===== src/rtl/aes_round_sequencer_pkg.sv =====
// aes_seq_pkg: phase/mode encodings and round-count helper shared by the AES round sequencer.
package aes_seq_pkg;
    localparam int NR_MAX = 14;
    typedef enum logic [1:0] {PH_IDLE, PH_ENC, PH_DEC, PH_DONE} phase_t;
    typedef enum logic [1:0] {MODE_128, MODE_192, MODE_256, MODE_RSVD} mode_t;
    function automatic logic [1:0] map_mode(input logic [1:0] m);
        return m == 2'(MODE_RSVD) ? 2'(MODE_128) : m;
    endfunction
    function automatic logic [3:0] nr(input logic [1:0] m, input int base = 10, input int stp = 2);
        return 4'(base + stp * int'(map_mode(m)));
    endfunction
endpackage


===== src/rtl/aes_round_sequencer_if.sv =====
// aes_round_sequencer_if: run control inputs and round/status outputs of the round sequencer.
interface aes_round_sequencer_if #(parameter int CNT_W = 5);
    import aes_seq_pkg::*;
    logic start;
    logic step;
    logic [1:0] mode;
    logic dec_match;
    phase_t phase;
    logic busy;
    logic [1:0] mode_q;
    logic [CNT_W-1:0] round;
    logic [3:0] enc_round;
    logic [3:0] dec_round;
    logic [3:0] round_units;
    logic [3:0] round_tens;
    logic done;
    logic pass;
    modport master(
        output start, step, mode, dec_match,
        input phase, busy, mode_q, round, enc_round, dec_round, round_units, round_tens, done, pass
    );
    modport slave(
        input start, step, mode, dec_match,
        output phase, busy, mode_q, round, enc_round, dec_round, round_units, round_tens, done, pass
    );
endinterface


===== src/rtl/aes_round_sequencer_bcd_counter2.sv =====
// bcd_counter2: two-digit BCD incrementer with synchronous clear and increment enable.
module bcd_counter2 (
    input logic clk,
    input logic rst_n,
    input logic clr,
    input logic inc,
    output logic [3:0] units,
    output logic [3:0] tens
);
    always_ff @(posedge clk or negedge rst_n) begin
        if (!rst_n) begin
            units <= '0;
            tens <= '0;
        end else if (clr) begin
            units <= '0;
            tens <= '0;
        end else if (inc) begin
            units <= units == 4'd9 ? 4'd0 : units + 4'd1;
            tens <= units == 4'd9 ? tens + 4'd1 : tens;
        end
    end
endmodule


===== src/rtl/aes_round_sequencer.sv =====
// aes_round_sequencer: encrypt-then-decrypt round sequencer with BCD round copy and pass latch.
// Optional AES_SEQ_AUTORUN_EN adds a prescaler that issues a step every AUTO_DIV busy cycles.
module aes_round_sequencer
    import aes_seq_pkg::*;
#(
    parameter int BASE_ROUNDS = 10,
    parameter int ROUND_STEP = 2,
    parameter int CNT_W = 5
`ifdef AES_SEQ_AUTORUN_EN
    , parameter int AUTO_DIV = 4
`endif
) (
    input logic KEY,
    input logic rst_n,
    aes_round_sequencer_if.slave bus
);
    phase_t phase_q, phase_d;
    logic [1:0] mode_r;
    logic [CNT_W-1:0] round_r;
    logic [3:0] enc_r, dec_r, nr_c, units, tens;
    logic busy_r, done_r, pass_r;
    logic in_run, start_ok, step_any, step_ok, last_enc, last_dec;

    assign in_run = phase_q == PH_ENC || phase_q == PH_DEC;
`ifdef AES_SEQ_AUTORUN_EN
    localparam int PW = AUTO_DIV > 1 ? $clog2(AUTO_DIV) : 1;
    logic [PW-1:0] pre_q;
    logic auto_step;
    assign auto_step = in_run && pre_q == PW'(AUTO_DIV - 1);
    // Held at zero outside a run, so an accepted start always begins a fresh period.
    always_ff @(posedge KEY or negedge rst_n) begin
        if (!rst_n) pre_q <= '0;
        else if (!in_run || auto_step) pre_q <= '0;
        else pre_q <= pre_q + PW'(1);
    end
    assign step_any = bus.step | auto_step;
`else
    assign step_any = bus.step;
`endif

    always_comb begin
        nr_c = nr(mode_r, BASE_ROUNDS, ROUND_STEP);
        start_ok = bus.start && !in_run;
        step_ok = step_any && in_run;
        last_enc = phase_q == PH_ENC && enc_r == nr_c;
        last_dec = phase_q == PH_DEC && dec_r == nr_c;
        phase_d = start_ok ? PH_ENC : !step_ok ? phase_q : last_enc ? PH_DEC : last_dec ? PH_DONE : phase_q;
    end

    always_ff @(posedge KEY or negedge rst_n) begin
        if (!rst_n) begin
            phase_q <= PH_IDLE;
            busy_r <= 1'b0;
            done_r <= 1'b0;
            pass_r <= 1'b0;
            mode_r <= '0;
            round_r <= '0;
            enc_r <= '0;
            dec_r <= '0;
        end else begin
            phase_q <= phase_d;
            busy_r <= phase_d == PH_ENC || phase_d == PH_DEC;
            done_r <= step_ok && last_dec;
            if (start_ok) begin
                mode_r <= map_mode(bus.mode);
                round_r <= '0;
                enc_r <= '0;
                dec_r <= '0;
                pass_r <= 1'b0;
            end else if (step_ok && phase_q == PH_ENC) begin
                enc_r <= last_enc ? enc_r : enc_r + 4'd1;
                round_r <= round_r + CNT_W'(1);
            end else if (step_ok && last_dec) begin
                pass_r <= bus.dec_match;
            end else if (step_ok) begin
                dec_r <= dec_r + 4'd1;
                round_r <= round_r + CNT_W'(1);
            end
        end
    end

    bcd_counter2 u_bcd (
        .clk(KEY),
        .rst_n(rst_n),
        .clr(start_ok),
        .inc(step_ok && !last_dec),
        .units(units),
        .tens(tens)
    );

    assign bus.phase = phase_q;
    assign bus.busy = busy_r;
    assign bus.mode_q = mode_r;
    assign bus.round = round_r;
    assign bus.enc_round = enc_r;
    assign bus.dec_round = dec_r;
    assign bus.round_units = units;
    assign bus.round_tens = tens;
    assign bus.done = done_r;
    assign bus.pass = pass_r;
endmodule


===== src/flat_wrapper.sv =====
// flat-port wrapper written by rule: the top's interface ports become plain ports
module aes_round_sequencer_flat import aes_seq_pkg::*;
#(
    parameter int BASE_ROUNDS = 10,
    parameter int ROUND_STEP = 2,
    parameter int CNT_W = 5

)
  (KEY, rst_n, bus_start, bus_step, bus_mode, bus_dec_match, bus_phase, bus_busy, bus_mode_q, bus_round, bus_enc_round, bus_dec_round, bus_round_units, bus_round_tens, bus_done, bus_pass);
  aes_round_sequencer_if #(.CNT_W(CNT_W)) bus_i ();
  input logic KEY;
  input logic rst_n;
  input wire logic [$bits(bus_i.start)-1:0] bus_start;
  input wire logic [$bits(bus_i.step)-1:0] bus_step;
  input wire logic [$bits(bus_i.mode)-1:0] bus_mode;
  input wire logic [$bits(bus_i.dec_match)-1:0] bus_dec_match;
  output wire logic [$bits(bus_i.phase)-1:0] bus_phase;
  output wire logic [$bits(bus_i.busy)-1:0] bus_busy;
  output wire logic [$bits(bus_i.mode_q)-1:0] bus_mode_q;
  output wire logic [$bits(bus_i.round)-1:0] bus_round;
  output wire logic [$bits(bus_i.enc_round)-1:0] bus_enc_round;
  output wire logic [$bits(bus_i.dec_round)-1:0] bus_dec_round;
  output wire logic [$bits(bus_i.round_units)-1:0] bus_round_units;
  output wire logic [$bits(bus_i.round_tens)-1:0] bus_round_tens;
  output wire logic [$bits(bus_i.done)-1:0] bus_done;
  output wire logic [$bits(bus_i.pass)-1:0] bus_pass;
  assign bus_i.start = bus_start;
  assign bus_i.step = bus_step;
  assign bus_i.mode = bus_mode;
  assign bus_i.dec_match = bus_dec_match;
  assign bus_phase = bus_i.phase;
  assign bus_busy = bus_i.busy;
  assign bus_mode_q = bus_i.mode_q;
  assign bus_round = bus_i.round;
  assign bus_enc_round = bus_i.enc_round;
  assign bus_dec_round = bus_i.dec_round;
  assign bus_round_units = bus_i.round_units;
  assign bus_round_tens = bus_i.round_tens;
  assign bus_done = bus_i.done;
  assign bus_pass = bus_i.pass;
  aes_round_sequencer #(.BASE_ROUNDS(BASE_ROUNDS), .ROUND_STEP(ROUND_STEP), .CNT_W(CNT_W)) u_core (.KEY(KEY), .rst_n(rst_n), .bus(bus_i));
endmodule

===== config.mk =====
export PLATFORM = sky130hd
export DESIGN_NAME = aes_round_sequencer_flat
export DESIGN_NICKNAME = d
export VERILOG_FILES = /design/src/rtl/aes_round_sequencer_pkg.sv /design/src/rtl/aes_round_sequencer_if.sv /design/src/rtl/aes_round_sequencer_bcd_counter2.sv /design/src/rtl/aes_round_sequencer.sv /design/src/flat_wrapper.sv
export SDC_FILE = /design/constraint.sdc
export NUM_CORES = 1
export LEC_CHECK = 0
export ABC_AREA = 1
export CAP_MARGIN = 25
export CORE_ASPECT_RATIO = 1.2
export CORE_MARGIN = 5
export CORE_UTILIZATION = 57
export CTS_BUF_LIST = sky130_fd_sc_hd__clkbuf_4 sky130_fd_sc_hd__clkbuf_8
export CTS_CLUSTER_DIAMETER = 150
export DETAILED_ROUTE_END_ITERATION = 8
export GPL_TIMING_DRIVEN = 0
export HOLD_SLACK_MARGIN = 0.06
export MAX_ROUTING_LAYER = met4
export PLACE_DENSITY = 0.89
export SYNTH_ARGS = -nofsm -noshare
export SYNTH_HDL_FRONTEND = slang
export SYNTH_SLANG_ARGS = --single-unit
export TNS_END_PERCENT = 20

===== constraint.sdc =====
create_clock -name KEY -period 2.6 [get_ports KEY]
set_input_delay 0.52 -clock KEY [delete_from_list [all_inputs] [get_ports KEY]]
set_output_delay 0.52 -clock KEY [all_outputs]
set_load 0.005 [all_outputs]

==> results.md, run 1 <==
Outcome:
- The run finished with clean final reports.

Yosys:
- The unique cell type count in the Yosys netlist is 28.
- After synthesis, flip-flops and latches occupy 42.3% of the total area.
- The total nets after synthesis is 224.
- For this run, the number of Yosys warnings is 0.
- The number of synthesized register bits is 28.
- Counting every instance in the synthesized netlist gives roughly 210.
- After synthesis the cells add up to 1660 sq um.
- The mean instance size in the synthesized netlist is 7.92 sq um.

Worst setup path:
- The largest delay contributor family on the critical path is buffers and inverters.
- The critical path goes through clkdlybuf4s50_1.
- For this design, the slowest cell found on the critical path is sky130_fd_sc_hd__clkdlybuf4s50_1.
- The capturing element type of the critical path is an output port.
- The data required time at the worst endpoint is 2.08 ns.
- The largest single stage delay on the critical path is between 0.5 and 0.6 ns.
- For the worst setup path, the data arrival time is roughly 1.4 ns.
- The worst setup path is launched from a flip-flop.
- Counting both buffers and inverters, the worst setup path holds a total of 1.
- The critical path class is flip-flop to output port.
- The maximum fanout along the worst path is 7.

Routing:
- Before antenna repair, the detailed router went through 4 iterations.
- The overall routed net length is 3390 um.
- The DRC violation count after routing is 0.
- The antenna violation net count after detailed routing is 0.
- The number of vias in the routed layout is 1497.
- In the routed layout, each cell is associated on average with a via count of 5.33.
- The detailed router finished its first iteration with 65 violations.
- In the final routed layout, each cell accounts on average for 12.1 um.

Clocking:
- The clock net in this run drives a total of 28 sinks.
- The later pin in the worst-skew pair is clocked with a latency of 0.33 ns.
- In this run, CTS created clock tree buffers numbering 3.
- After clock tree synthesis, the clock-pin slew on the worst setup and hold paths is 0.14 ns.
- TritonCTS built the clock tree.
- In this run, post-CTS repair resized a total of 0 instances.
- The worst-case clock buffer depth is 2.
- Once the clock tree was built, the setup fixing pass inserted 0 buffers.
- CTS placed an instance of sky130_fd_sc_hd__clkbuf_4 at the clock tree root.
- The maximum level of the CTS H-tree is 1.
- In this run, post-CTS hold repair placed 0 buffers.

Floorplanning:
- From left edge to right edge, the die measures 59.2 um.
- The total I/O pin count is 35.
- The core region is between 2000 and 3000 sq um.
- The initial cell density of the core is about 60%.
- The die footprint is 4090 sq um.
- The floorplan has 21 rows.
- The height of the chip is 69.0 um.

Power and ir drop:
- The overall power is roughly 2.3 mW.
- Summed over all nets, the switching power comes to 1.01 mW.
- The internal power summed over all cells is 1.28 mW.
- The sequential cell fraction of total power is 34.1%.
- In this run switching power makes up 44.1% of total power.
- The combinational fraction of design power is 58.1%.
- For this design the static power due to leakage is 1.03 nW.
- The worst ir drop on vdd is 0.663 mV.
- The fraction of power consumed by the clock network is under 10%.
- The power per unit of standard cell area is 1100 nW/um^2.

Global routing:
- Entering global routing, the biggest net connects 16 pins.
- The total overflow left after global routing is 0.
- The number of global-route vias before repair is 1410.
- The number of antenna violations at the first check in global routing is 0.
- The first global-routing pass estimated 6060 um of wire.
- The global router's overall resource usage is 19.2%.

Cells and area:
- Relative to the synthesized area, the layout overhead comes to 25.4%.
- The count of fill cells added during filler insertion is 224.
- After the last flow step, the layout net total stands at 264.
- The antenna cell count is 0.
- Summing all multi-input logic gate instances after layout gives 837 sq um.
- Across the whole layout, storage elements account for ~700 sq um.
- Once layout is done, the placed cells without fillers occupy 2080 sq um.
- In the final layout, the share of cells above drive strength 1 is 9.72%.

STA:
- The total count of hold-check failures in the final report is 0.
- Setup violations remaining at the end of the flow were counted as 0.
- The highest clock frequency the design can meet is 0.532 GHz.
- The setup slack after layout is 0.719 ns.
- Headroom to the max-slew limit came out at 52.7%.
- The smallest clock period supported by the final layout is computed as 1.88 ns.
- The slew at the pin with the worst max-slew slack is 0.707 ns.
- For the final database, setup skew stands at between 0.0015 and 0.002 ns.
- The number of pins exceeding their max-slew limit in the final report is 0.
- Setup repair after global routing left no endpoint under its margin.
- Setup total negative slack on the finished layout was measured at 0 ns.
- The final clock period utilization by the worst path is 72.3%.

Placement:
- The count of port buffers added during placement is 34.
- The final HPWL from detailed placement is between 2000 and 3000 um.
- At the end of routability-driven placement, the weighted congestion stood at 0.855.
- OpenSTA, run right after detailed placement, puts the worst setup slack at around 0.66 ns.
- The cell area after placement is slightly above 2000 sq um.

Job:
- The number of max-cap violations is 0.

Min path:
- The path class of the tightest hold or removal check is flip-flop to flip-flop.
cells by family after synthesis:
logic type	after synthesis	share of synthesized area (%)
AOI/OAI and AO/OA	23	7.63
buffers and inverters	28	7.10
DFF	28	42.3
adders and majority gates	8	6.05
and+or+nand+nor	117	34.2
xor gates and xnor gates	5	2.65
tightest hold or removal path, cell delays in order, from the launching register on:
cell                      delay [ns]
sky130_fd_sc_hd__dfrtp_1        0.41
sky130_fd_sc_hd__nand2_1        0.06
sky130_fd_sc_hd__nand2_1        0.06
final timing paths:
| path | depth (start not counted) | to | from | slack [ns] |
|---|---|---|---|---|
| max | 1 | bus_dec_round[1] | u_core.bus.dec_round[1] | 0.72 |
| min | 2 | u_core.bus.round[4] | u_core.bus.round[4] | 0.55 |
| max reg2reg | 9 | u_core.bus.dec_round[1] | u_core.bus.phase[0] | 0.74 |
| min reg2reg | 2 | u_core.bus.round[4] | u_core.bus.round[4] | 0.55 |
| max in group asynchronous | 2 | u_core.u_bcd.units[1] | rst_n | 1.47 |
| min in group asynchronous | 1 | u_core.bus.enc_round[2] | rst_n | 0.60 |
flip-flops by register name (all words and copies together), names as in the netlist:
name and count:
u_core.bus.pass 1, u_core.bus.enc_round 4, u_core.bus.dec_round 4, u_core.bus.round 5, u_core.u_bcd.tens 4, u_core.bus.mode_q 2, u_core.bus.busy 1, u_core.bus.done 1
u_core.bus.phase 2, u_core.u_bcd.units 4
cell type report:
| type | instances | area share (%) |
|---|---|---|
| inverter | 26 | 4.94 |
| sequential | 28 | 33.8 |
| buffer | 2 | 0.723 |
| tap | 34 | 2.05 |
| timing repair buffer | 35 | 17.1 |
| clock buffer | 3 | 1.08 |
| multi-input combinational | 153 | 40.3 |
power groups by stage:
stage                     sequential [mW]  combinational [mW]  clock [mW]
after global routing                0.811                1.51       0.201
after detailed placement            0.790                1.33           0
final                               0.778                1.33       0.178
after global placement              0.788                1.29           0
after floorplan                     0.774               0.831           0
after CTS                           0.779                1.34       0.182
cells in the final DEF (no fill, tap or decap):
cell type and instances:
sky130_fd_sc_hd__a21boi_0 1, sky130_fd_sc_hd__a21oi_1 3, sky130_fd_sc_hd__buf_6 1, sky130_fd_sc_hd__buf_8 1, sky130_fd_sc_hd__clkbuf_1 1, sky130_fd_sc_hd__clkbuf_4 3, sky130_fd_sc_hd__clkdlybuf4s50_1 34, sky130_fd_sc_hd__clkinv_4 1
sky130_fd_sc_hd__dfrtp_1 28, sky130_fd_sc_hd__ha_1 8, sky130_fd_sc_hd__inv_1 23, sky130_fd_sc_hd__inv_2 2, sky130_fd_sc_hd__nand2_1 63, sky130_fd_sc_hd__nand2_2 4, sky130_fd_sc_hd__nand2_4 3, sky130_fd_sc_hd__nand3_1 23
sky130_fd_sc_hd__nand3_4 1, sky130_fd_sc_hd__nand3b_1 1, sky130_fd_sc_hd__nand4_1 2, sky130_fd_sc_hd__nor2_1 11, sky130_fd_sc_hd__nor2_2 1, sky130_fd_sc_hd__nor2_4 2, sky130_fd_sc_hd__nor2_8 1, sky130_fd_sc_hd__nor3_1 2
sky130_fd_sc_hd__o21ai_0 9, sky130_fd_sc_hd__o21ai_1 7, sky130_fd_sc_hd__o21ai_2 1, sky130_fd_sc_hd__o31ai_1 2, sky130_fd_sc_hd__or2_2 3, sky130_fd_sc_hd__xnor2_1 3, sky130_fd_sc_hd__xor2_1 2
stage by stage:
step | cells | util [%] | hold WS (ns)
2_1_floorplan | 209 | - | 0.224
3_3_place_gp | 277 | 73.2 | 0.512
3_5_place_dp | 278 | 73.7 | 0.514
4_1_cts | 281 | 74.5 | 0.547
5_1_grt | 281 | 74.5 | 0.589
6_report | 281 | 74.5 | 0.546
metal layers:
layer	track usage, %	routed length [um]
met3	1.31	88
met5	-	0
met2	30.5	1750
met1	25.0	1470
met4	7.81	80
cell usage after synthesis:
cell type | count | share of area, %
sky130_fd_sc_hd__nand2_4 | 3 | 2.0
sky130_fd_sc_hd__nor3_1 | 2 | 0.60
sky130_fd_sc_hd__o21ai_1 | 7 | 2.1
sky130_fd_sc_hd__a21oi_1 | 3 | 0.91
sky130_fd_sc_hd__nand3_1 | 23 | 7.0
sky130_fd_sc_hd__xnor2_1 | 3 | 1.6
sky130_fd_sc_hd__nand2_2 | 4 | 1.5
sky130_fd_sc_hd__nand3_4 | 1 | 1.1
sky130_fd_sc_hd__clkinv_4 | 1 | 0.53
sky130_fd_sc_hd__clkbuf_1 | 1 | 0.23
sky130_fd_sc_hd__o21ai_0 | 9 | 2.7
sky130_fd_sc_hd__nor2_4 | 2 | 1.4
sky130_fd_sc_hd__o31ai_1 | 2 | 0.91
sky130_fd_sc_hd__xor2_1 | 2 | 1.1
sky130_fd_sc_hd__a21boi_0 | 1 | 0.45
sky130_fd_sc_hd__or2_2 | 3 | 1.1
sky130_fd_sc_hd__buf_6 | 1 | 0.68
sky130_fd_sc_hd__o21ai_2 | 1 | 0.53
sky130_fd_sc_hd__nor2_2 | 1 | 0.38
sky130_fd_sc_hd__nand3b_1 | 1 | 0.45
sky130_fd_sc_hd__ha_1 | 8 | 6.0
sky130_fd_sc_hd__nor2_1 | 11 | 2.5
sky130_fd_sc_hd__nor2_8 | 1 | 1.2
sky130_fd_sc_hd__nand2_1 | 63 | 14
sky130_fd_sc_hd__dfrtp_1 | 28 | 42
sky130_fd_sc_hd__nand4_1 | 2 | 0.76
sky130_fd_sc_hd__inv_2 | 2 | 0.45
sky130_fd_sc_hd__inv_1 | 23 | 5.2
Power figures use the tool's default switching activity.
==> run 2: changes to the inputs <==
--- a/config.mk
+++ b/config.mk
@@ -9,14 +9,14 @@
 export CAP_MARGIN = 25
 export CORE_ASPECT_RATIO = 1.2
 export CORE_MARGIN = 5
-export CORE_UTILIZATION = 57
+export CORE_UTILIZATION = 52
 export CTS_BUF_LIST = sky130_fd_sc_hd__clkbuf_4 sky130_fd_sc_hd__clkbuf_8
 export CTS_CLUSTER_DIAMETER = 150
 export DETAILED_ROUTE_END_ITERATION = 8
 export GPL_TIMING_DRIVEN = 0
 export HOLD_SLACK_MARGIN = 0.06
 export MAX_ROUTING_LAYER = met4
-export PLACE_DENSITY = 0.89
+export PLACE_DENSITY = 0.82
 export SYNTH_ARGS = -nofsm -noshare
 export SYNTH_HDL_FRONTEND = slang
 export SYNTH_SLANG_ARGS = --single-unit
==> constraint.sdc (replaced) <==
create_clock -name KEY -period 1.8 [get_ports KEY]
set_input_delay 0.36 -clock KEY [delete_from_list [all_inputs] [get_ports KEY]]
set_output_delay 0.36 -clock KEY [all_outputs]
set_load 0.005 [all_outputs]
==> results.md, run 2 (synthesis gave the netlist of run 1 again) <==
Cells and area:
- The relative area change from synthesis to final layout is 32.5%.
- The library cell used most frequently in the layout, excluding fill and tap cells, is sky130_fd_sc_hd__nand2_1.
- The fraction of final layout cells with drive strength greater than 1 is 15.1%.
- The flip-flop count of the largest register, all copies and words added is 5.
- Registers take 702 sq um.
- Fill cells in the final layout number 248.
- After the last flow step, the layout net total stands at approximately 270.
- In the layout the commonest cells are sky130_fd_sc_hd__nand2_1, sky130_fd_sc_hd__clkdlybuf4s50_1, sky130_fd_sc_hd__dfrtp_1.
- The antenna cell count is 0.
- In the final layout, the multi-input gates occupy 888 sq um.
- Once layout is complete, the utilization of the core stands at 71.8%.

Worst setup path:
- Traced cell by cell, the critical path runs through buf_4 -> clkdlybuf4s50_1.
- The critical path class is flip-flop to output port.
- The worst setup path is captured at an output port.
- Of all nets on the critical path, the largest fanout is 3.
- The largest single stage delay on the critical path is 0.49 ns.
- The kind of launch point of the worst setup path is a flip-flop.
- For the worst flop-to-flop path, the logic depth is 10.
- The data required time at the worst endpoint is 1.44 ns.
- The arrival time of data at the critical path endpoint is 1.38 ns.
- On the critical path, the stage with the largest delay is an instance of sky130_fd_sc_hd__clkdlybuf4s50_1.

STA:
- For the pin with the worst max-slew slack, the measured transition is 0.675 ns.
- The final clock period utilization by the worst path is 96.6%.
- The highest clock frequency the design can meet is ~0.58 GHz.
- The clock arrives with 0.00415 ns of skew.
- Setup violations remaining at the end of the flow were counted as 0.
- The number of pins exceeding their max-slew limit in the final report is 0.
- For the final routed database, the setup TNS stands at 0 ns.
- The relative slew slack is 54.8%.
- The total count of hold-check failures in the final report is 0.
- The smallest clock period supported by the final layout is computed as 1.74 ns.
- The setup slack after layout is 0.0617 ns.

Floorplanning:
- The total number of placement rows is 22.
- The total I/O pin count is 35.
- The total area inside the core boundary comes to 3060 sq um.
- The floorplan step set the die width to between 60 and 70 um.
- The height of the chip is ~72 um.
- The initial cell density of the core is between 50% and 60%.
- The die footprint is 4420 sq um.

Outcome:
- The flow ran to the end, and the final reports show no timing, DRC or antenna violations.

Routing:
- For this run, design rule violations remaining after detail routing come to 0.
- The antenna violation net count after detailed routing is 0.
- The number of vias in the routed layout is 1481.
- The number of violations reported at the end of detailed-routing iteration 0 is 47.
- The wire length on met3 is 104 um.
- The sum of met2 wire segment lengths after detailed routing is roughly 1700 um.
- The top layer reached by signal wires is met4.
- The overall routed net length is 3520 um.
- The met1 wire length is 1610 um.
- The routed wirelength normalized by instance count is 12.2 um.
- After detailed routing, the number of vias per cell comes to 5.14.
- The first TritonRoute pass finished after 4 iterations.

Clocking:
- The cell at the root of the clock tree is sky130_fd_sc_hd__clkbuf_4.
- No sink is reached through more buffers than the 2 on the longest clock path.
- The later pin in the worst-skew pair is clocked with a latency of 0.33 ns.
- The count of hold buffers inserted by post-cts repair is 0.
- The number of clock buffers added by TritonCTS is 3.
- The maximum level of the CTS H-tree is 1.
- The CTS clock-pin slew for the worst setup and hold paths is ~0.14 ns.
- The clock net in this run drives a total of 28 sinks.
- The TritonCTS clock tree is done.

Global routing:
- The remaining global-route overflow is 0.
- Entering global routing, the biggest net connects 16 pins.
- The number of global-route vias before repair came to 1409.
- The number of antenna violations at the first check in global routing is 0.
- The global router's overall resource usage is 18.6%.
- The first global-routing pass estimated 6140 um of wire.

Power and ir drop:
- The analysis attributes to cell leakage a power of 1.07 nW.
- The worst ir drop on vdd is around 0.99 mV.
- The power per unit of standard cell area is 1610 nW/um^2.

Placement:
- The final HPWL from detailed placement is ~2700 um.
- Port buffering added 34 buffers.
- The congestion estimate from routability-driven global placement came to 0.836.
- The setup slack at placement is -0.0487 ns.

Min path:
- The type of the worst min-delay path is input port to asynchronous set/reset pin.

Job:
- The number of max-cap violations is 0.
[run 2: stage by stage]
step                total power [mW]  instance area, sq um  instances  hold WS (ns)
finish                          3.54                  2190        288         0.414
global placement                3.01                  2040        279         0.510
floorplan                       2.32                  1660        209        0.0644
CTS                             3.41                  2100        284         0.413
global route                    3.90                  2190        288         0.443
detailed placement              3.08                  2060        280         0.513
[run 2: worst paths after layout]
path / from / endpoint / slack (ns)
max reg2reg: u_core.bus.mode_q[0] / u_core.bus.round[2] / 0.13
max in group asynchronous: rst_n / u_core.bus.mode_q[0] / 0.84
min in group KEY: u_core.bus.round[4] / u_core.bus.round[4] / 0.54
max: u_core.bus.mode_q[0] / bus_mode_q[0] / 0.06
min: rst_n / u_core.bus.round[1] / 0.41
min reg2reg: u_core.bus.round[4] / u_core.bus.round[4] / 0.54
[run 2: layer usage]
layer	vias to the layer above	GRT usage (%)
li1	763	-
met1	679	25.5
met2	27	27.0
met3	12	2.16
met4	0	8.49
met5	-	-
[run 2: worst max-delay path: cells and delay by family, from the launching register on]
family	cells	cell delay, ns
DFF	1	0.44
buffers and inverters	2	0.61
[run 2: report_power, final]
part / total (mW) / switching, mW / leakage (nW) / internal (mW)
clock network: 0.308 / 0.184 / 0.0210 / 0.124
logic: 2.09 / 1.07 / 0.689 / 1.02
registers: 1.14 / 0.276 / 0.356 / 0.866
[run 2: cell type report]
class | instances | share of cell area, %
plain buffers | 2 | 0.856
clock buffers | 4 | 1.65
inverters | 26 | 4.79
multi-input cells | 153 | 40.5
flip-flops and latches | 28 | 32.0
well taps | 36 | 2.05
repair buffers | 39 | 18.1
[run 2: timing repair]
action / CTS / global route
resized for setup: 2 / 14
pin swaps: 0 / 2
endpoints found under the setup margin: 5 / 20
setup buffers: 0 / 4
==> run 3: changes to the inputs <==
--- a/config.mk
+++ b/config.mk
@@ -6,17 +6,18 @@
 export NUM_CORES = 1
 export LEC_CHECK = 0
 export ABC_AREA = 1
+export ABC_CLOCK_PERIOD_IN_PS = 1600
 export CAP_MARGIN = 25
 export CORE_ASPECT_RATIO = 1.2
 export CORE_MARGIN = 5
-export CORE_UTILIZATION = 52
+export CORE_UTILIZATION = 45
 export CTS_BUF_LIST = sky130_fd_sc_hd__clkbuf_4 sky130_fd_sc_hd__clkbuf_8
 export CTS_CLUSTER_DIAMETER = 150
 export DETAILED_ROUTE_END_ITERATION = 8
 export GPL_TIMING_DRIVEN = 0
 export HOLD_SLACK_MARGIN = 0.06
 export MAX_ROUTING_LAYER = met4
-export PLACE_DENSITY = 0.82
+export PLACE_DENSITY = 0.73
 export SYNTH_ARGS = -nofsm -noshare
 export SYNTH_HDL_FRONTEND = slang
 export SYNTH_SLANG_ARGS = --single-unit
==> constraint.sdc (replaced) <==
create_clock -name KEY -period 1.6 [get_ports KEY]
set_input_delay 0.32 -clock KEY [delete_from_list [all_inputs] [get_ports KEY]]
set_output_delay 0.32 -clock KEY [all_outputs]
set_load 0.005 [all_outputs]
==> results.md, run 3 (synthesis gave the netlist of run 1 again) <==
Worst setup path:
- The delay of the slowest cell on the worst path is 0.42 ns.
- Data on the critical path is required at its endpoint by around 1.8 ns.
- Data on the critical path arrives at its endpoint at about 1.8 ns.
- The signal on the critical path passes through inv_2 -> ha_4 -> inv_2 -> nand2_2 -> nand2_2 -> nor2_4 -> nand3_4 -> nand2_8 -> nand2_8 -> nand3_1 -> nand2_1.
- On the critical path, the stage with the largest delay is an instance of sky130_fd_sc_hd__dfrtp_2.
- STA classifies the critical path endpoint as a flip-flop.
- The setup path with the least slack is of type flip-flop to flip-flop.
- Along the worst path, the maximum fanout reaches 7.
- The kind of launch point of the worst setup path is a flip-flop.

Power and ir drop:
- After layout, the design draws a total of roughly 4.6 mW.
- Dividing total power by cell area gives a power density of ~1900 nW/um^2.
- The leakage dissipation is 1.18 nW.
- IR analysis of the VDD net gives a maximum drop of between 0.9 and 1 mV.

STA:
- The slew at the pin with the worst max-slew slack is approximately 0.57 ns.
- The setup skew after layout is about 0.0063 ns.
- The number of pins exceeding their max-slew limit in the final report came to 0.
- In this run the tightest slew margin relative to its limit is 61.7%.
- The total count of hold-check failures in the final report is 0.
- The final clock period utilization by the worst path is 100%.
- Setup repair after global routing could not meet its margin everywhere.
- Setup violations remaining at the end of the flow were counted as 0.
- Across all hold checks on the routed design, the worst slack comes to ~0.4 ns.
- The aggregate negative setup slack is 0 ns.
- The time the worst path needs with I/O delays and setup is approximately 1.6 ns.
- For this run, the top clock speed supported by timing is ~0.63 GHz.

Cells and area:
- 0 antenna diodes ended up in the layout.
- The final layout contains between 200 and 300 nets.
- Relative to the synthesized area, the layout overhead comes to 45.7%.
- The fraction of final layout cells with drive strength greater than 1 is 28.5%.
- Leaving out fill and tap cells, the most frequent cell in the layout is sky130_fd_sc_hd__nand2_1.
- Cells fill approximately 67% of the core in the end.
- The final non-filler cell area is 2410 sq um.
- Leaving out fill and tap cells, the most frequent cells in the layout are sky130_fd_sc_hd__nand2_1, sky130_fd_sc_hd__clkdlybuf4s50_1, sky130_fd_sc_hd__dfrtp_1.
- The flip-flop count of the largest register, all copies and words added is 5.

Outcome:
- The flow ran to the end, and the final reports show no timing, DRC or antenna violations.

Floorplanning:
- The floorplan step defined a core boundary enclosing 3600 sq um.
- During I/O placement, the number of pins put on the boundary was 35.
- In this run the vertical extent of the chip is 76.4 um.
- The total number of placement rows is 24.
- The initial cell density of the core is 45.9%.
- The chip width is 65.4 um.
- The die footprint is 5000 sq um.

Routing:
- The number of vias in the routed layout is 1481.
- Dividing the detail-routed via count by the number of cells gives 5.02.
- The routed wirelength normalized by instance count is 12.8 um.
- The number of violations reported at the end of detailed-routing iteration 0 is 53.
- The count of nets left with antenna violations once routing finished came out at 0.
- The first detailed-routing pass took 4 iterations.
- After detailed routing, the number of remaining DRC violations is 0.
- The final layout contains routed wiring with a total length of 3780 um.

Placement:
- The cell area after placement is 2070 sq um.
- Port buffering added 34 buffers.
- The routability congestion estimate is roughly 0.83.
- Summed over all nets, the half-perimeter wirelength after detailed placement is approximately 2600 um.

Global routing:
- The number of global-route vias before repair is 1450.
- The number of antenna violations at the first check in global routing is 0.
- The first global-routing pass estimated 6610 um of wire.
- For this run, the total global-route usage over all layers was measured as 16.6%.
- The largest net degree at the start of global routing is 19.
- Global routing finished with a remaining overflow of 0.

Clocking:
- TritonCTS built the clock tree.
- For this design, the sink count on the clock tree is 28.
- After clock tree synthesis, the clock-pin slew on the worst setup and hold paths is 0.10 ns.
- For the worst-skew pair, the clock arrives at the later sink with an insertion delay of between 0.2 and 0.3 ns.
- The tree is rooted in a sky130_fd_sc_hd__clkbuf_8.
- The worst-case clock buffer depth is 2.
- CTS built an H-tree with a depth of 1.
- Counting the buffers created by CTS gives 3.

Job:
- The number of max-cap violations is 0.

Min path:
- The type of the worst min-delay path is input port to asynchronous set/reset pin.
-- run 3: cell types whose count changed in the layout (fill, tap and decap cells not counted), moves of 5 or more --
cell,delta
sky130_fd_sc_hd__clkdlybuf4s50_1,-6
sky130_fd_sc_hd__nand2_1,-12
sky130_fd_sc_hd__nand2_2,+9
sky130_fd_sc_hd__o21ai_0,-5
-- run 3: area by class of cell --
class	count	area, sq um
plain buffers	2	16.3
clock buffers	3	41.3
clock inverters	1	30.0
fillers	290	1190
inverters	26	105
multi-input cells	153	1010
flip-flops and latches	28	707
well taps	39	48.8
repair buffers	43	454
-- run 3: critical path: cells and delay by family, from the launching register on --
kind / cells / cell delay, ns
buffers and inverters: 2 / 0.10
adders and majority gates: 1 / 0.27
DFF: 1 / 0.42
and+or+nand+nor: 8 / 0.72
-- run 3: what timing repair did --
item,in CTS,in global routing
gates resized for setup,28,35
setup endpoints to repair,25,36
buffers inserted,5,3
hold buffers,0,0
pin swaps,7,11
-- run 3: report_power, final --
part           internal [mW]  switching (mW)  total (mW)
sequential             0.985           0.319        1.30
clock                  0.335           0.223       0.558
combinational           1.32            1.43        2.75
total                   2.64            1.97        4.61
-- run 3: layer usage --
layer	track usage, %	share of wire [%]	vias up	wire length, um
li1	-	-	769	-
met1	21.1	44	685	1670
met2	28.0	52	20	1970
met3	1.33	1.7	7	63
met4	4.36	1.9	0	73
met5	-	0	-	0
-- run 3: worst paths after layout --
kind | slack, ns | to | cells past startpoint | startpoint
setup / recovery | 0.0004 | u_core.bus.round[1] | 11 | u_core.bus.mode_q[0]
hold reg to reg | 0.52 | u_core.bus.round[4] | 2 | u_core.bus.round[4]
hold / removal | 0.40 | u_core.bus.phase[0] | 1 | rst_n
min in group KEY | 0.52 | u_core.bus.round[4] | 2 | u_core.bus.round[4]
setup reg to reg | 0.0004 | u_core.bus.round[1] | 11 | u_core.bus.mode_q[0]
max in group asynchronous | 0.70 | u_core.bus.mode_q[0] | 2 | rst_n
-- run 3: per-stage QoR --
stage               std cells  setup slack (ns)
finish                    295          0.000379
CTS                       292          -0.00660
global route              295            -0.106
floorplan                 209            0.0487
global placement          282            -0.264
detailed placement        283            -0.226
